`config.mk`:
```
export PLATFORM = sky130hd
export DESIGN_NAME = dp_arbiter_flat
export DESIGN_NICKNAME = d
export VERILOG_FILES = /design/src/rtl/dp_arbiter_if.sv /design/src/rtl/dp_arbiter.sv /design/src/flat_wrapper.sv
export SDC_FILE = /design/constraint.sdc
export NUM_CORES = 1
export LEC_CHECK = 0
export CAP_MARGIN = 10
export CORE_UTILIZATION = 41
export DETAILED_ROUTE_END_ITERATION = 10
export PLACE_DENSITY = 0.94
export SYNTH_ARGS = -nofsm -noshare
export SYNTH_HDL_FRONTEND = slang
export SYNTH_SLANG_ARGS = --single-unit
```
`constraint.sdc`:
```
create_clock -name clk -period 2.2 [get_ports clk]
set_input_delay 0.44 -clock clk [delete_from_list [all_inputs] [get_ports clk]]
set_output_delay 0.44 -clock clk [all_outputs]
set_load 0.03 [all_outputs]
```
`src/rtl/dp_arbiter_if.sv`:
```
// dp_arbiter_if: requester, result and datapath-controller signals of dp_arbiter.
interface dp_arbiter_if #(parameter int DW = 16);
  logic [1:0]    req;
  logic [DW-1:0] x0;
  logic [DW-1:0] x1;
  logic [1:0]    grant;
  logic [1:0]    done;
  logic [DW-1:0] result;
  logic          err;
  logic          busy;
  logic          dp_clr;
  logic          dp_start;
  logic [DW-1:0] dp_x;
  logic          dp_finished;
  logic [DW-1:0] dp_result;
  modport master (
    output req, x0, x1, dp_finished, dp_result,
    input  grant, done, result, err, busy, dp_clr, dp_start, dp_x
  );
  modport slave (
    input  req, x0, x1, dp_finished, dp_result,
    output grant, done, result, err, busy, dp_clr, dp_start, dp_x
  );
endinterface

```
`src/rtl/dp_arbiter.sv`:
```
// dp_arbiter: round-robin two-requester arbiter sequencing jobs on a shared datapath.
// Optional watchdog on the WAIT state enabled by defining DP_WATCHDOG_EN.
module dp_arbiter #(
  parameter int DW      = 16,
  parameter int TIMEOUT = 32
) (
  input logic         clk,
  input logic         RST,
  dp_arbiter_if.slave bus
);
  typedef enum logic [2:0] {IDLE, CLEAR, LAUNCH, WAIT, DONE} state_t;
  state_t state;
  logic   ptr;
  logic   win;
  logic   timeout;
  if (TIMEOUT < 2) $error("TIMEOUT must be at least 2");
  assign win          = &bus.req ? ptr : bus.req[1];
  assign bus.busy     = state != IDLE;
  assign bus.dp_clr   = state == CLEAR;
  assign bus.dp_start = state == LAUNCH;
  assign bus.done     = state == DONE ? bus.grant : 2'b00;
  always_ff @(posedge clk)
    if (!RST) begin
      state      <= IDLE;
      ptr        <= 1'b0;
      bus.grant  <= 2'b00;
      bus.result <= {DW{1'b0}};
      bus.dp_x   <= {DW{1'b0}};
    end else
      case (state)
        IDLE: if (|bus.req) begin
          bus.grant <= win ? 2'b10 : 2'b01;
          bus.dp_x  <= win ? bus.x1 : bus.x0;
          state     <= CLEAR;
        end
        CLEAR:  state <= LAUNCH;
        LAUNCH: state <= WAIT;
        WAIT: if (bus.dp_finished) begin
          bus.result <= bus.dp_result;
          state      <= DONE;
        end else if (timeout) begin
          bus.result <= {DW{1'b0}};
          state      <= DONE;
        end
        default: begin
          // hand preference to whoever did not own the job just finished
          ptr       <= ~bus.grant[1];
          bus.grant <= 2'b00;
          state     <= IDLE;
        end
      endcase
`ifdef DP_WATCHDOG_EN
  localparam int CW = $clog2(TIMEOUT);
  localparam logic [CW-1:0] LAST = CW'(TIMEOUT - 1);
  logic [CW-1:0] cnt;
  assign timeout = cnt == LAST;
  always_ff @(posedge clk)
    if (!RST) begin
      cnt     <= '0;
      bus.err <= 1'b0;
    end else begin
      cnt     <= state == WAIT && !bus.dp_finished ? cnt + 1'b1 : '0;
      bus.err <= state == WAIT && !bus.dp_finished && timeout;
    end
`else
  assign timeout = 1'b0;
  assign bus.err = 1'b0;
`endif
endmodule

```
`src/flat_wrapper.sv`:
```
// flat-port wrapper written by rule: the top's interface ports become plain ports
module dp_arbiter_flat 
#(
  parameter int DW      = 16,
  parameter int TIMEOUT = 32
)
  (clk, RST, bus_req, bus_x0, bus_x1, bus_dp_finished, bus_dp_result, bus_grant, bus_done, bus_result, bus_err, bus_busy, bus_dp_clr, bus_dp_start, bus_dp_x);
  dp_arbiter_if #(.DW(DW)) bus_i ();
  input logic clk;
  input logic RST;
  input wire logic [$bits(bus_i.req)-1:0] bus_req;
  input wire logic [$bits(bus_i.x0)-1:0] bus_x0;
  input wire logic [$bits(bus_i.x1)-1:0] bus_x1;
  input wire logic [$bits(bus_i.dp_finished)-1:0] bus_dp_finished;
  input wire logic [$bits(bus_i.dp_result)-1:0] bus_dp_result;
  output wire logic [$bits(bus_i.grant)-1:0] bus_grant;
  output wire logic [$bits(bus_i.done)-1:0] bus_done;
  output wire logic [$bits(bus_i.result)-1:0] bus_result;
  output wire logic [$bits(bus_i.err)-1:0] bus_err;
  output wire logic [$bits(bus_i.busy)-1:0] bus_busy;
  output wire logic [$bits(bus_i.dp_clr)-1:0] bus_dp_clr;
  output wire logic [$bits(bus_i.dp_start)-1:0] bus_dp_start;
  output wire logic [$bits(bus_i.dp_x)-1:0] bus_dp_x;
  assign bus_i.req = bus_req;
  assign bus_i.x0 = bus_x0;
  assign bus_i.x1 = bus_x1;
  assign bus_i.dp_finished = bus_dp_finished;
  assign bus_i.dp_result = bus_dp_result;
  assign bus_grant = bus_i.grant;
  assign bus_done = bus_i.done;
  assign bus_result = bus_i.result;
  assign bus_err = bus_i.err;
  assign bus_busy = bus_i.busy;
  assign bus_dp_clr = bus_i.dp_clr;
  assign bus_dp_start = bus_i.dp_start;
  assign bus_dp_x = bus_i.dp_x;
  dp_arbiter #(.DW(DW), .TIMEOUT(TIMEOUT)) u_core (.clk(clk), .RST(RST), .bus(bus_i));
endmodule
```
# == Yosys cells after proc, flatten, opt, wreduce, memory -nomap -nowiden ==
# Cells that the tools add are included.
# totals
register_bits,38
in_bits,53
# op_classes
eq_ne,6
mux,9
n_bitwise,2
reduce_logical,10
# ops
operator,n
16-bit two-way mux,1
3-bit case mux with 4 select lines,1
2-bit AND reduction,5
"3-bit by 2-bit equality test with 1-bit output, second input constant",2
2-bit two-way mux,3
3-bit two-way mux,2
2-bit case mux with 2 select lines,1
4-bit OR reduction,1
"3-bit by 1-bit equality test with 1-bit output, second input constant",1
"3-bit equality test, second input constant",1
3-bit logical NOT,1
3-bit nonzero test,1
3-bit OR reduction,1
"2-bit by 1-bit != test with 1-bit output, second input constant",1
"2-bit != test, second input constant",1
1-bit NOT,2
2-bit OR reduction,1
1-bit two-way mux,1

# == Longest topological paths before layout ==
# Gate-level depths: netlist (run 1).
# logic_depth
depth_word,5
mapped_depth,6

# == Worst setup path before layout (run 1) ==
# Ideal clock, no wire load.
# synth_path
path_type,reg-to-output
start,register u_core.state[1]
end,output port bus_dp_start
arrival_time_ns,1.216
t_required_ns,1.760
setup_slack_ns,0.544
stages_incl_launch_ff,3
path_buffers,1
cell_sequence,dfxtp_1 > buf_2 > nor3b_1
# synth_via
elab_chain_len,1
# synth_lines
item,line_no,text
"start, declared",dp_arbiter.sv:12,state_t state;
"start signal, assigned",dp_arbiter.sv:24,state <= IDLE;
"start signal, assigned",dp_arbiter.sv:34,state <= CLEAR;
"start signal, assigned",dp_arbiter.sv:36,CLEAR: state <= LAUNCH;
3-bit by 2-bit equality test with 1-bit output,dp_arbiter.sv:20,assign bus.dp_start = state == LAUNCH;
"end, declared",flat_wrapper.sv:22,output wire logic [$bits(bus_i.dp_start)-1:0] bus_dp_start;
# No other way between the ends.

# == Final worst setup path (run 1) ==
# layout_path
start,register u_core.state[0]
end,output port bus_dp_clr
# layout_via
elab_chain_len,1
# layout_lines
item,line_no,text
3-bit by 1-bit equality test with 1-bit output,dp_arbiter.sv:19,assign bus.dp_clr = state == CLEAR;
"end, declared",flat_wrapper.sv:21,output wire logic [$bits(bus_i.dp_clr)-1:0] bus_dp_clr;
# No other way between the ends.

==> flow_metrics.py, run 1 <==
metrics = {
    "clock_tree": {
        "clock_latency_ns": 0.28,
        "root_buffer": "clkbuf_8",
        "clkSlewWorstSetupHoldPaths_ns": 0.07,
        "holdBufCountCts": 0,
        "numCtsBuffers": 5,
        "cts_tree": "built",
        "clk_path_buf_depth": 2,
        "post_cts_buffers": 0,
        "cts_sinks": 38,
        "htree_levels": 2,
    },
    "setup_path": {
        "arrival_ns": 1.68,
        "slowest_delay_ns": 0.70,
        "timing.rr.start": "u_core.state[2]$_SDFFE_PN0P_",
        "regToRegEndpoint": "u_core.bus.dp_x[10]$_SDFFE_PN0P_",
        "reg2reg_depth": 3,
        "ff2ff_setup_slack_ns": 0.58,
        "path_delay_family": "buffers and inverters",
        "worst-path-buf-inv": 1,
        "cp-start-kind": "flop",
        "crit_path_end_kind": "primary output",
        "crit_required_ns": 1.76,
        "cp_max_fo": 8,
        "critical_path_class": "flop to primary output",
        "worstPathCellList": "nor3b_1 -> clkdlybuf4s50_1",
        "cp_slowest_cell": "clkdlybuf4s50_1",
    },
    "placement": {
        "portBuffers": 91,
        "gp_congestion": 0.748,
        "dp.cells": 324,
        "dpl.hpwl_um": 3120,
        "dpl-instance-area_um2": 2560,
    },
    "timing": {
        "period_share_pct": 96.6,
        "skew_ns": 0.00733,
        "rsz0062_at_grt": "no",
        "slew_headroom_pct": 53.9,
        "setup_viol": 0,
        "hold_viol_final": 0,
        "finalSetupTns_ns": 0,
        "post-route-min-period_ns": 2.12,
        "worst_pin_slew_ns": 0.689,
        "final-max-slew-violation-count": 0,
        "holdWs_ns": 0.462,
        "clock.fmax_ghz": 0.471,
    },
    "worst_hold_path": {
        "whs_path_depth": 2,
        "timing.hold.worst.start": "u_core.bus.result[5]$_SDFFE_PN0P_",
        "hold_class": "flop to flop",
        "holdPathEnd": "u_core.bus.result[5]$_SDFFE_PN0P_",
    },
    "drt": {
        "routed_via_density": 4.89,
        "drtPass1Iterations": 5,
        "wl_per_cell_um": 13.0,
        "via_count": 1619,
        "ant_nets": 0,
        "drc": 0,
        "drt_iter0_drc": 192,
        "postRouteWirelength_um": 4300,
    },
    "finish": {
        "layout_commonest_cell": "clkdlybuf4s50_1",
        "layout_common_cells": "clkdlybuf4s50_1, nand2_1, dfxtp_1",
        "stdcell_area_um2": 2690,
        "layout.nets": 336,
        "insertedDiodeCount": 0,
        "stdcell_count": 331,
        "area_growth_pct": 62.6,
        "drive_gt1_share_pct": 5.65,
    },
    "global_route": {
        "grt_pass1_wl_um": 6630,
        "grt_max_degree": 36,
        "antenna_found_initial": 0,
        "grt_overflow": 0,
        "grt_usage_pct": 20.3,
        "grt_pass1_vias": 1514,
    },
    "yosys": {
        "syn_area_per_cell_um2": 8.38,
        "synth_area_um2": 1650,
        "ys_seq_area_share_pct": 46.1,
        "ys_ff_latch": 38,
        "syn_inst": 197,
        "yosysUniqueCellTypes": 28,
        "syn_nets": 250,
        "synth_warnings": 0,
    },
    "job": {
        "drv_cap": 0,
    },
    "floorplanning": {
        "core_um2": 3770,
        "rows": 22,
        "dieArea_um2": 4290,
        "initial_utilization_pct": 43.8,
        "die-width_um": 65.5,
        "die-height_um": 65.5,
        "io_pins": 93,
    },
    "outcome": {
        "status": "complete, no violations",
    },
    "pwr": {
        "power.density_nw_per_um2": 699,
        "total_leakage_power_nw": 1.20,
        "vdd_drop_max_mv": 0.459,
    },
}
how the worst max path moves through the flow:
stage,cells past startpoint,endpoint,slack [ns],start
global route,2,bus_dp_clr,0.01,u_core.state[0]$_SDFFE_PN0P_
detailed placement,4,u_core.bus.dp_x[10]$_SDFFE_PN0P_,0.16,bus_req[0]
global placement,4,u_core.bus.dp_x[12]$_SDFFE_PN0P_,0.24,bus_req[0]
finish,2,bus_dp_clr,0.08,u_core.state[0]$_SDFFE_PN0P_
CTS,3,bus_done[1],0.007,u_core.state[0]$_SDFFE_PN0P_
floorplan,2,bus_dp_start,0.54,u_core.state[1]$_SDFFE_PN0P_
Yosys cell counts (all sizes together):
cell type,n,area (µm²)
a21bo,2,20.0
nand2b,2,12.5
and3,5,31.3
o211ai,1,12.5
inv,33,124
clkbuf,4,15.0
o21ai,1,5.00
nand4b,1,8.76
a21oi,3,15.0
a2bb2oi,1,8.76
a21boi,16,120
dfxtp,38,761
nor3,3,26.3
nor3b,2,15.0
and4b,2,21.3
nand2,49,184
and2,1,6.26
a221oi,1,8.76
a222oi,15,150
buf,12,85.1
conb,1,3.75
nor2,2,7.51
nand3,2,10.0
layer usage:
layer / share of wire [%] / vias to the layer above / routed length, µm / GRT usage, %
met5: 0 / - / 0 / 0
met4: 0.77 / 0 / 33 / 8.15
met3: 5.3 / 2 / 226 / 3.13
met2: 51 / 53 / 2190 / 37.0
met1: 43 / 743 / 1850 / 23.4
li1: - / 821 / - / -
power breakdown:
group | internal, mW | switching (mW) | leakage, nW
clock network | 0.362 | 0.223 | 0.0573
registers | 0.750 | 0.0403 | 0.312
logic | 0.248 | 0.253 | 0.827
area by class of cell:
cell class	instances	area, µm²
clock buffer	6	82.6
inverter	33	124
timing repair buffer	95	961
tap	48	60.1
sequential	38	761
fill	292	1090
multi-input combinational	110	667
clock inverter	1	30.0
state kept, by name (all words and copies together) (netlist names):
name               flops
u_core.bus.dp_x       16
u_core.bus.grant       2
u_core.bus.result     16
u_core.ptr             1
u_core.state           3
cells by family after synthesis:
logic type / share of synthesized area (%)
AOI/OAI and AO/OA: 20.6
buffers and inverters: 13.6
DFF: 46.1
other: 0.227
and+or+nand+nor: 19.5
through the flow:
stage | setup slack, ns | power [mW] | utilization (%)
2_1_floorplan | 0.544 | 1.06 | -
6_report | 0.0756 | 1.88 | 71.2
3_3_place_gp | 0.243 | 1.30 | 68.0
5_1_grt | 0.0115 | 1.96 | 71.2
4_1_cts | 0.00675 | 1.89 | 71.0
3_5_place_dp | 0.155 | 1.31 | 68.0
worst min-delay path, delay by kind of cell (launching register included):
kind / cells / cell delay (ns)
flip-flops: 1 / 0.31
AO/OA/AOI/OAI: 1 / 0.06
AND/OR/NAND/NOR: 1 / 0.04
what timing repair did:
| action | in CTS | in global routing |
|---|---|---|
| setup endpoints to repair | 0 | 3 |
| resized for setup | 0 | 3 |
| hold endpoints to repair | 0 | 0 |
(Power assumes the default switching activity.)
==> run 2: changes to the inputs <==
--- a/config.mk
+++ b/config.mk
@@ -6,9 +6,11 @@
 export NUM_CORES = 1
 export LEC_CHECK = 0
 export CAP_MARGIN = 10
-export CORE_UTILIZATION = 41
+export CORE_UTILIZATION = 42
+export CTS_BUF_LIST = sky130_fd_sc_hd__clkbuf_8
 export DETAILED_ROUTE_END_ITERATION = 10
-export PLACE_DENSITY = 0.94
+export PLACE_DENSITY = 0.95
+export SLEW_MARGIN = 20
 export SYNTH_ARGS = -nofsm -noshare
 export SYNTH_HDL_FRONTEND = slang
 export SYNTH_SLANG_ARGS = --single-unit
==> run 2 against run 1 <==
Compared with the run above:
- register-to-register slack lost 0.02 ns
- wire length barely moved
- non-clock buffer count did not move
- power is 8.9% lower
- fmax is 2.3% higher
- global-route usage increased by 0.68 points
- via count increased by 0.99%
- count of clock-buffer cells in the layout shrank 1
- first-iteration DRC count shrank 12%
- cell count unchanged
- critical path depth up 1
- sequential share of layout area is 0.40 points higher
- critical path type unchanged
- critical endpoint is now bus_busy
- largest power group unchanged
- highest routed layer unchanged
==> flow_metrics.py, run 2 (same netlist as run 1, synthesis figures left out) <==
metrics = {
    "outcome": {
        "status": "complete, no violations",
    },
    "floorplanning": {
        "die-width_um": 64.7,
        "initial_utilization_pct": 44.4,
        "rows": 22,
        "dieArea_um2": 4190,
        "die-height_um": 64.7,
        "core_um2": 3720,
        "io_pins": 93,
    },
    "timing": {
        "hold_viol_final": 0,
        "holdWs_ns": 0.459,
        "skew_ns": 0.00257,
        "final-max-slew-violation-count": 0,
        "slew_headroom_pct": 53.4,
        "setup_viol": 0,
        "post-route-min-period_ns": 2.08,
        "fin_ws_ns": 0.123,
        "rsz0062_at_grt": "no",
        "period_share_pct": 94.4,
        "clock.fmax_ghz": 0.481,
        "worst_pin_slew_ns": 0.697,
        "finalSetupTns_ns": 0,
    },
    "clock_tree": {
        "cts_sinks": 38,
        "clock_latency_ns": 0.28,
        "clkSlewWorstSetupHoldPaths_ns": 0.06,
        "numCtsBuffers": 5,
        "clk_path_buf_depth": 2,
        "post_cts_buffers": 0,
        "htree_levels": 2,
        "root_buffer": "clkbuf_8",
        "cts_tree": "built",
    },
    "drt": {
        "drtPass1Iterations": 6,
        "drt_iter0_drc": 169,
        "ant_nets": 0,
        "postRouteWirelength_um": 4290,
        "wl_per_cell_um": 13.0,
        "via_count": 1635,
        "routed_via_density": 4.94,
        "drc": 0,
    },
    "finish": {
        "reg_top3": "u_core.bus.dp_x (16), u_core.bus.result (16), u_core.state (3)",
        "fillers": 293,
        "layout.nets": 336,
        "drive_gt1_share_pct": 4.95,
        "layout_common_cells": "clkdlybuf4s50_1, nand2_1, dfxtp_1",
        "layout_commonest_cell": "clkdlybuf4s50_1",
        "insertedDiodeCount": 0,
        "area_growth_pct": 60.3,
    },
    "global_route": {
        "grt_usage_pct": 21.0,
        "grt_pass1_vias": 1489,
        "antenna_found_initial": 0,
        "grt_pass1_wl_um": 6760,
        "grt_overflow": 0,
        "grt_max_degree": 37,
    },
    "pwr": {
        "combPwrFrac_pct": 29.3,
        "seq_power_share_pct": 46.3,
        "total_leakage_power_nw": 1.19,
        "power_frac_clock_pct": 24.5,
        "p_sw_mw": 0.505,
        "swShare_pct": 29.5,
        "vdd_drop_max_mv": 0.420,
        "intPower_mw": 1.21,
        "power.density_nw_per_um2": 646,
    },
    "setup_path": {
        "reg2reg_depth": 3,
        "ff2ff_setup_slack_ns": 0.56,
        "crit_required_ns": 1.76,
        "regToRegEndpoint": "u_core.bus.dp_x[12]$_SDFFE_PN0P_",
        "cp-start-kind": "flop",
        "cp_max_fo": 10,
        "arrival_ns": 1.64,
        "crit_path_end_kind": "primary output",
        "timing.rr.start": "u_core.state[2]$_SDFFE_PN0P_",
        "critical_path_class": "flop to primary output",
    },
    "placement": {
        "dpl.hpwl_um": 3180,
        "gp_congestion": 0.731,
        "portBuffers": 91,
        "place_ws_ns": 0.169,
    },
    "worst_hold_path": {
        "holdPathEnd": "u_core.bus.result[8]$_SDFFE_PN0P_",
        "timing.hold.worst.start": "u_core.bus.result[8]$_SDFFE_PN0P_",
        "hold_class": "flop to flop",
        "whs_path_depth": 2,
    },
    "job": {
        "drv_cap": 0,
    },
}
-- run 2: worst max-delay path by stage --
| stage | from | end | slack, ns | depth (start not counted) |
|---|---|---|---|---|
| global route | u_core.state[2]$_SDFFE_PN0P_ | bus_busy | 0.03 | 3 |
| finish | u_core.state[2]$_SDFFE_PN0P_ | bus_busy | 0.12 | 3 |
| detailed placement | bus_req[0] | u_core.bus.dp_x[8]$_SDFFE_PN0P_ | 0.17 | 4 |
| floorplan | u_core.state[1]$_SDFFE_PN0P_ | bus_dp_start | 0.54 | 2 |
| global placement | bus_req[0] | u_core.bus.dp_x[12]$_SDFFE_PN0P_ | 0.25 | 4 |
| CTS | u_core.state[0]$_SDFFE_PN0P_ | bus_done[0] | 0.008 | 3 |
-- run 2: worst max-delay path, cell delays in order, from the launching register on --
cell and delay [ns]:
dfxtp_1 0.40, nor3_4 0.30, inv_1 0.07, clkdlybuf4s50_1 0.59
-- run 2: area by class of cell --
cell class	instances	area [µm²]	share of cell area, %
clock buffer	5	68.8	2.60
timing repair buffer	95	960	36.2
clock inverter	2	7.51	0.284
sequential	38	761	28.7
tap	48	60.1	2.27
inverter	33	124	4.68
multi-input combinational	110	667	25.2
-- run 2: timing repair --
action	4_1_cts	5_1_grt
cloned	0	0
hold endpoints to repair	0	0
setup endpoints to repair	1	3
gates resized for setup	1	3
hold buffers	0	0
-- run 2: per-layer routing --
layer | global-route usage, % | up-vias | share of wire, %
met1 | 24.0 | 750 | 42
met4 | 7.22 | 0 | 1.1
met2 | 37.2 | 61 | 51
met3 | 5.46 | 5 | 5.8
li1 | - | 819 | -
met5 | 0 | - | 0
-- run 2: per-stage QoR --
| step | utilization, % | total power, mW | instances | area [µm²] |
|---|---|---|---|---|
| floorplan | - | 1.06 | 197 | 1650 |
| global placement | 69.0 | 1.30 | 324 | 2560 |
| detailed placement | 69.0 | 1.31 | 324 | 2560 |
| CTS | 71.0 | 1.72 | 331 | 2640 |
| global route | 71.2 | 1.80 | 331 | 2650 |
| finish | 71.2 | 1.71 | 331 | 2650 |
-- run 2: power groups by stage --
stage / registers [mW] / logic (mW) / clock network (mW)
6_report: 0.791 / 0.501 / 0.418
5_1_grt: 0.799 / 0.528 / 0.476
4_1_cts: 0.790 / 0.502 / 0.431
3_5_place_dp: 0.805 / 0.502 / 0
3_3_place_gp: 0.803 / 0.492 / 0
2_1_floorplan: 0.904 / 0.161 / 0
==> run 3: changes to the inputs <==
--- a/config.mk
+++ b/config.mk
@@ -5,10 +5,10 @@
 export SDC_FILE = /design/constraint.sdc
 export NUM_CORES = 1
 export LEC_CHECK = 0
-export CAP_MARGIN = 10
 export CORE_UTILIZATION = 42
 export CTS_BUF_LIST = sky130_fd_sc_hd__clkbuf_8
 export DETAILED_ROUTE_END_ITERATION = 10
+export GPL_TIMING_DRIVEN = 0
 export PLACE_DENSITY = 0.95
 export SLEW_MARGIN = 20
 export SYNTH_ARGS = -nofsm -noshare
==> run 3 against run 2 <==
Compared with the run above:
- die area did not move
- global-route usage increased by 1.3 points
- wire length up 3.7%
- sequential power is 1% lower
- clock power grew 31%
==> flow_metrics.py, run 3 (same netlist as run 1, synthesis figures left out) <==
metrics = {
    "setup_path": {
        "cp_max_fo": 8,
        "worstPathCellList": "buf_2 -> nor3_4 -> inv_1 -> clkdlybuf4s50_1",
        "cp_num_cells": 4,
        "cp_slowest_cell": "clkdlybuf4s50_1",
        "worst-path-buf-inv": 3,
        "slowest_delay_ns": 0.59,
        "reg2reg_depth": 5,
        "arrival_ns": 1.65,
        "critical_path_class": "flop to primary output",
        "crit_required_ns": 1.76,
        "crit_path_end_kind": "primary output",
        "cp-start-kind": "flop",
        "path_delay_family": "buffers and inverters",
    },
    "floorplanning": {
        "rows": 22,
        "die-width_um": 64.7,
        "dieArea_um2": 4190,
        "io_pins": 93,
        "core_um2": 3720,
        "initial_utilization_pct": 44.4,
        "die-height_um": 64.7,
    },
    "drt": {
        "drtPass1Iterations": 5,
        "wl_per_cell_um": 13.0,
        "via_count": 1706,
        "routed_via_density": 4.97,
        "ant_nets": 0,
        "drt_iter0_drc": 141,
        "drc": 0,
        "postRouteWirelength_um": 4450,
    },
    "pwr": {
        "vdd_drop_max_mv": 0.502,
        "power.density_nw_per_um2": 678,
        "p_total_mw": 1.85,
        "total_leakage_power_nw": 1.22,
    },
    "finish": {
        "area_growth_pct": 65.2,
        "seqCellArea_um2": 761,
        "layout_common_cells": "clkdlybuf4s50_1, nand2_1, dfxtp_1",
        "fillers": 301,
        "multi_input_area_um2": 669,
        "reg_top3": "u_core.bus.dp_x (16), u_core.bus.result (16), u_core.state (3)",
        "layout.nets": 347,
        "layout_commonest_cell": "clkdlybuf4s50_1",
        "stdcell_count": 343,
        "drive_gt1_share_pct": 8.81,
        "insertedDiodeCount": 0,
        "finish.utilization_pct": 73.4,
        "stdcell_area_um2": 2730,
    },
    "global_route": {
        "antenna_found_initial": 0,
        "grt_usage_pct": 22.3,
        "grt_max_degree": 12,
        "grt_pass1_vias": 1715,
        "grt_overflow": 0,
        "grt_pass1_wl_um": 7230,
    },
    "placement": {
        "dpl.hpwl_um": 3390,
        "gp_congestion": 0.704,
        "dp.cells": 335,
        "place_ws_ns": 0.0813,
        "dpl-instance-area_um2": 2610,
        "portBuffers": 90,
    },
    "timing": {
        "post-route-min-period_ns": 2.09,
        "period_share_pct": 94.8,
        "setup_viol": 0,
        "holdWs_ns": 0.462,
        "finalSetupTns_ns": 0,
        "hold_viol_final": 0,
        "clock.fmax_ghz": 0.479,
        "rsz0062_at_grt": "no",
        "final-max-slew-violation-count": 0,
        "skew_ns": 0.00112,
        "fin_ws_ns": 0.114,
    },
    "clock_tree": {
        "htree_levels": 2,
        "root_buffer": "clkbuf_8",
        "cts_tree": "built",
        "holdBufCountCts": 0,
        "cts_sinks": 38,
        "clkSlewWorstSetupHoldPaths_ns": 0.07,
        "clock_latency_ns": 0.28,
        "clk_path_buf_depth": 2,
        "numCtsBuffers": 5,
        "post_cts_buffers": 0,
    },
    "job": {
        "drv_cap": 0,
    },
    "worst_hold_path": {
        "hold_class": "flop to flop",
        "whs_path_depth": 2,
    },
    "outcome": {
        "status": "complete, no violations",
    },
}
## run 3: cell types whose count changed in the layout (fill, tap and decap cells not counted), sizes merged
cell | previous run | this run
buf | 4 | 12
clkbuf | 5 | 12
inv | 35 | 33
clkdlybuf4s50 | 87 | 86
dlygate4sd2 | 1 | 2
dlymetal6s2s | 3 | 2
## run 3: final timing paths
path	startpoint	to	slack (ns)
worst max-delay path	u_core.state[0]$_SDFFE_PN0P_	bus_busy	0.11
worst min-delay path	u_core.bus.dp_x[1]$_SDFFE_PN0P_	u_core.bus.dp_x[1]$_SDFFE_PN0P_	0.46
worst max register to register	u_core.state[0]$_SDFFE_PN0P_	u_core.bus.dp_x[6]$_SDFFE_PN0P_	0.63
worst min register to register	u_core.bus.dp_x[1]$_SDFFE_PN0P_	u_core.bus.dp_x[1]$_SDFFE_PN0P_	0.46
## run 3: power by group
group | internal, mW | switching [mW] | leakage (nW) | total (mW)
Combinational | 0.255 | 0.267 | 0.852 | 0.523
Sequential | 0.750 | 0.0314 | 0.312 | 0.781
Clock | 0.316 | 0.230 | 0.0575 | 0.546
Total | 1.32 | 0.529 | 1.22 | 1.85
## run 3: metal layers
metal	share of wire (%)	global-route usage, %	vias to the layer above	wire length [µm]
li1	-	-	851	-
met1	40	23.2	787	1770
met2	53	42.4	61	2370
met3	5.5	4.58	7	247
met4	1.3	9.44	0	60
met5	0	0	-	0
## run 3: worst register-to-register path, stage by stage, from the launching register on
cell and delay, ns:
dfxtp_1 0.30, buf_2 0.16, nor3_4 0.25, o211ai_2 0.21
buf_2 0.24, a222oi_1 0.29
## run 3: what timing repair did
action                                  in CTS  in global routing
endpoints found under the hold margin        0                  0
pin swaps                                    0                  0
gates resized for setup                      3                  2
endpoints found under the setup margin       2                  2
## run 3: cell type report
type	instances	area share (%)
inverters	33	4.54
repair buffers	90	33.1
plain buffers	16	3.67
clock buffers	8	4.04
well taps	48	2.20
flip-flops and latches	38	27.9
multi-input cells	110	24.5
